--- src/rtl/de_bounce.sv ---
// Push-button debouncer: a two-flop synchroniser feeds a saturating stability counter.
// The clean output follows a new level only after STABLE_CYCLES consecutive stable cycles.
module de_bounce #(
    parameter int STABLE_CYCLES = 1000,
    parameter int CNT_W         = $clog2(STABLE_CYCLES + 1)
) (
    input  logic clk,
    input  logic n_reset,
    input  logic button_in,
    output logic DB_out
);

    localparam logic [CNT_W-1:0] CNT_MAX = CNT_W'(STABLE_CYCLES);
    localparam logic [CNT_W-1:0] CNT_ONE = CNT_W'(1);

    logic             s0;
    logic             s1;
    logic             cand;
    logic [CNT_W-1:0] cnt;

    // n_reset is active-high despite its name.
    always_ff @(posedge clk) begin
        if (n_reset) begin
            s0     <= 1'b0;
            s1     <= 1'b0;
            cand   <= 1'b0;
            cnt    <= '0;
            DB_out <= 1'b0;
        end else begin
            s0 <= button_in;
            s1 <= s0;
            // Any change of the synchronised level restarts qualification from zero.
            if (s1 != cand) begin
                cand <= s1;
                cnt  <= '0;
            end else if (cnt != CNT_MAX) begin
                cnt <= cnt + CNT_ONE;
            end else begin
                // Counter saturates; rewriting an equal level is harmless.
                DB_out <= cand;
            end
        end
    end

endmodule

--- config.mk ---
export PLATFORM = sky130hd
export DESIGN_NAME = de_bounce
export DESIGN_NICKNAME = d
export VERILOG_FILES = /design/src/rtl/de_bounce.sv
export SDC_FILE = /design/constraint.sdc
export NUM_CORES = 1
export LEC_CHECK = 0
export CAP_MARGIN = 15
export CORE_AREA = 2 2 39 41
export CTS_CLUSTER_SIZE = 8
export DETAILED_ROUTE_END_ITERATION = 6
export DIE_AREA = 0 0 41 43
export GPL_TIMING_DRIVEN = 0
export PLACE_DENSITY = 0.66
export RECOVER_POWER = 50
export SLEW_MARGIN = 20
export SYNTH_ARGS = -nofsm -noshare
export SYNTH_HDL_FRONTEND = slang
export SYNTH_SLANG_ARGS = --single-unit
--- constraint.sdc ---
create_clock -name clk -period 3.23 [get_ports clk]
set_clock_uncertainty 0.2 [all_clocks]
set_input_delay 0.969 -clock clk [delete_from_list [all_inputs] [get_ports clk]]
set_output_delay 0.969 -clock clk [all_outputs]
set_load 0.1 [all_outputs]
Word level (Yosys, flattened, before mapping). Cells that the tools add are included.

Bits in registers: 14. Input bits: 3. Output and inout port bits: 1. Logic and storage cells: 12.

$add $sub $neg: 1. Equality and inequality tests: 2. Bitwise operators: 2. Reduce and logical (&&, ||, !) cells: 2.

Operators by type and width (count): $add A10 B1 Y10 const B (1); $ne A10 B10 Y1 const B (1); $not A1 Y1 (2); $reduce_and A2 Y1 (1); $reduce_or A2 Y1 (1); $ne A1 B1 Y1 (1).

Logic depth before layout (Yosys ltp).
Word-level depth: 3. Gate-level depth with buffers: 5.

Worst setup path before layout. OpenSTA, ideal clock, no wires.

Path kind: flip-flop to output port. From: reg DB_out. To: out DB_out. Data arrival time: 0.936 ns. Required time: 2.061 ns. Setup slack: 1.125 ns. Cell stages (with the launch flop): 1. Path through: dfxtp_1.

RTL lines: start: declaration (RTL line 10) `output logic DB_out`; start signal: assignment (RTL line 40) `DB_out <= cand;`.

No word-level cell between the ends.

Worst setup path after layout.
From: reg DB_out. To: out DB_out.

No word-level cell between the ends.

==> impl_summary.txt <==
----------------------------------------------------
[Run status]
  Result of the run ... finished clean

[Timing]
  RSZ-0062 raised after global routing ... false
  Final critical-path share of the clock period ... 0.908
  Count of final max-slew check failures ... 0
  Worst slew margin relative to its limit ... 0.359
  Setup total negative slack ... 0 ns
  Slew at the pin with the worst max-slew slack ... 0.959 ns
  Number of setup violations in the final report ... 0
  PnR worst setup slack ... 0.298 ns
  Final hold violations ... 0
  Top achievable clock speed ... 341 MHz
  Worst Hold Slack ... 0.245 ns
  Clock period minus final worst setup slack ... 2.93 ns

[CTS]
  Post-CTS Hold Buffers ... 0
  H-tree level count ... 1
  Clock tree from TritonCTS ... built
  Total of cells resized after clock tree synthesis ... 0
  Post-CTS Setup Bufs ... 0
  Count of clock tree sinks ... 14
  CTS Buffer Depth ... 2
  Num CTS Buffers ... 3
  Clock slew at reported path FFs ... 0.07 ns
  Clock Tree Root ... sky130_fd_sc_hd__clkbuf_4
  Worst skew pair latency ... 0.27 ns

[Synthesis]
  Count of unique library cells instantiated by Yosys ... 28
  Fraction of the yosys area taken by sequential cells ... 0.443
  Top-area cell type share of the netlist area ... 0.443
  Post-synth top area cell ... sky130_fd_sc_hd__dfxtp_1
  Flip-flop and latch count after synthesis ... 14
  Synthesis Warnings ... 0
  Synthesized instance count ... 69
  Post-Synthesis Mean Instance Area ... 9.18 µm²
  Post-synthesis cell area ... 633 µm²
  Top post-synthesis cells by area ... sky130_fd_sc_hd__dfxtp_1 44%, sky130_fd_sc_hd__nand3_1 8.7%, sky130_fd_sc_hd__a21oi_1 4.0%
  Most frequently used flop master after synthesis ... sky130_fd_sc_hd__dfxtp_1
  Post-Syn Nets ... 74
  Post-synth EDFFs ... 0
  Top cell types by occurrence after synthesis ... 14 x sky130_fd_sc_hd__dfxtp_1, 11 x sky130_fd_sc_hd__nand3_1, 5 x sky130_fd_sc_hd__a21oi_1, 4 x sky130_fd_sc_hd__inv_1
  Most common cell in the synthesized netlist ... sky130_fd_sc_hd__dfxtp_1
  Asr flop ratio synth ... 0

[Floorplanning]
  Initial Utilization ... 0.458
  Area of the core ... 1380 µm²
  DIE AREA ... 1760 µm²
  Number of placed I/O pins ... 4
  Die height ... 43 µm
  Total number of placement rows ... 14
  Overall die width ... 41 µm

[Power and ir drop]
  Relative contribution of the clock network to total power ... 0.317
  Power density normalized to cell area ... 421 nW/µm²
  Internal Pwr Total ... 0.229 mW
  Switching component of the power ... 0.0680 mW
  Highest ir drop seen on vdd ... 0.233 mV
  Leakage ... 0.236 nW
  Part of the total power dissipated in sequential elements ... 0.612
  Net switching fraction of the power ... 0.229
  Logic pwr share ... 0.071

[Global route]
  Antenna violations before repair ... 0
  Largest net degree at the start of global routing ... 9
  Wire length of the first global-routing pass ... 1910 µm
  Grt total ovfl ... 0
  GR Util All Layers ... 0.164
  Number of global-route vias before repair ... 446

[Route]
  Routed wirelength normalized by instance count ... 12.2 µm
  Post-detailed-route DRC marker count ... 0
  Iter 0 DRT Violations ... 12
  Iteration count of the initial detailed-routing pass ... 4
  Total detailed-routing wirelength ... 1110 µm
  Vias/cell ... 5.68
  Remaining antenna violation count ... 0
  Total via count in the routed design ... 517

[Critical path]
  Worst path cell trace ... clkdlybuf4s50_1
  Count of buffering cells on the critical path with inverters included ... 1
  Classification of the worst setup path ... register to primary output
  Critical Path Fanout Max ... 3
  Reg-to-reg critical path startpoint ... cnt[0]$_SDFFE_PP0P_
  CP required ... 2.06 ns
  Type of origin of the critical path ... register
  Endpoint of the most critical setup path ... DB_out
  WP depth ... 1
  Data arrival time at the worst-slack endpoint ... 1.76 ns
  CP endpoint kind ... primary output
  Crit path from ... DB_out$_SDFFE_PP0P_
  Largest stage delay, worst path ... 1.14 ns
  Slack of the worst reg-to-reg path ... 1.62 ns
  Slowest-stage cell, CP ... sky130_fd_sc_hd__clkdlybuf4s50_1
  Reg-to-Reg End ... cnt[1]$_SDFFE_PP0P_
  Top delay family on crit path ... buffers and inverters
  Worst reg-to-reg path cell count ... 5

[Placed design]
  Post-DP HPWL ... 820 µm
  Placer congestion estimate ... 0.758
  Worst Setup Slack post-DPL ... 0.594 ns
  Number of port buffers ... 3

[Min path]
  HP Class ... register to register
  Worst hold stages ... 1

[Final layout]
  Count of inserted antenna diode cells ... 0
  Share of cells above drive strength 1 ... 0.0533
  Number of nets in the layout ... 82
  Layout Area Growth over Synthesis ... 11.5%

[Job]
  Maxcap violations ... 0

----------------------------------------------------
## power groups by stage
| stage | clock network (mW) | registers (mW) | logic, mW |
|---|---|---|---|
| 6_report | 0.0940 | 0.182 | 0.0211 |
| 2_1_floorplan | 0 | 0.185 | 0.0152 |
| 3_3_place_gp | 0 | 0.186 | 0.0212 |
| 4_1_cts | 0.100 | 0.182 | 0.0217 |
| 5_1_grt | 0.111 | 0.183 | 0.0255 |
| 3_5_place_dp | 0 | 0.186 | 0.0216 |
## kinds of logic (layout without fill, tap and decap cells)
| kind of cell | Yosys count | count (layout) | share of synthesized area |
|---|---|---|---|
| compound gates | 12 | 12 | 0.119 |
| mux | 2 | 2 | 0.0316 |
| fa+ha+maj | 2 | 2 | 0.0395 |
| xor+xnor | 3 | 3 | 0.0415 |
| buf+inv | 4 | 10 | 0.0237 |
| flops | 14 | 14 | 0.443 |
| simple gates | 32 | 32 | 0.302 |
## how the worst min path moves through the flow
stage | startpoint | to | slack [ns]
5_1_grt | s0$_SDFF_PP0_ | s1$_SDFF_PP0_ | 0.26
3_5_place_dp | s0$_SDFF_PP0_ | s1$_SDFF_PP0_ | 0.24
4_1_cts | s0$_SDFF_PP0_ | s1$_SDFF_PP0_ | 0.25
6_report | s0$_SDFF_PP0_ | s1$_SDFF_PP0_ | 0.24
2_1_floorplan | s0$_SDFF_PP0_ | s1$_SDFF_PP0_ | 0.21
3_3_place_gp | s0$_SDFF_PP0_ | s1$_SDFF_PP0_ | 0.22
## cells in the final DEF, fill, tap and decap left out, drive strengths merged
cell / synthesis / layout
and3: 1 / 1
xnor2: 1 / 1
o311ai: 1 / 1
nor2b: 3 / 3
or4: 3 / 3
dlygate4sd3: 0 / 1
nor3b: 1 / 1
or2b: 1 / 1
o21ai: 1 / 1
nand2: 2 / 2
nor3: 1 / 1
mux2i: 2 / 2
a21o: 1 / 1
o22ai: 1 / 1
dfxtp: 14 / 14
nand3b: 1 / 1
a21oi: 5 / 5
clkbuf: 0 / 3
nand4: 1 / 1
nand3: 11 / 11
nand2b: 1 / 1
or3: 1 / 1
nor2: 2 / 2
o211ai: 1 / 1
ha: 2 / 2
o31ai: 2 / 2
xor2: 2 / 2
inv: 4 / 4
clkdlybuf4s50: 0 / 2
and4: 1 / 1
nand4b: 2 / 2
## stage by stage
stage               std cells   util  power [mW]  instance area [µm²]
finish                     91  0.510       0.297                  706
global route               91  0.510       0.319                  706
CTS                        91  0.510       0.304                  706
detailed placement         88  0.494       0.208                  683
global placement           88  0.494       0.207                  683
floorplan                  69      -       0.200                  633
## per-layer routing
layer	part of all wire	GRT usage	wire, µm
met3	0.036	0.0785	40
met2	0.45	0.216	498
met1	0.50	0.216	559
met4	0.0099	0.0800	11
met5	0	0	0
## cell type report
| class | instances | area (µm²) |
|---|---|---|
| Tap cell | 16 | 20.0 |
| Inverter | 4 | 15.0 |
| Timing Repair Buffer | 3 | 30.0 |
| Multi-Input combinational cell | 51 | 338 |
| Fill cell | 133 | 678 |
| Sequential cell | 14 | 280 |
| Clock buffer | 3 | 22.5 |
## registers in the layout, summed over array words and instances (netlist names)
name and cells:
cand 1, s1 1, DB_out 1, s0 1, cnt 10
(Power assumes the default switching activity.)
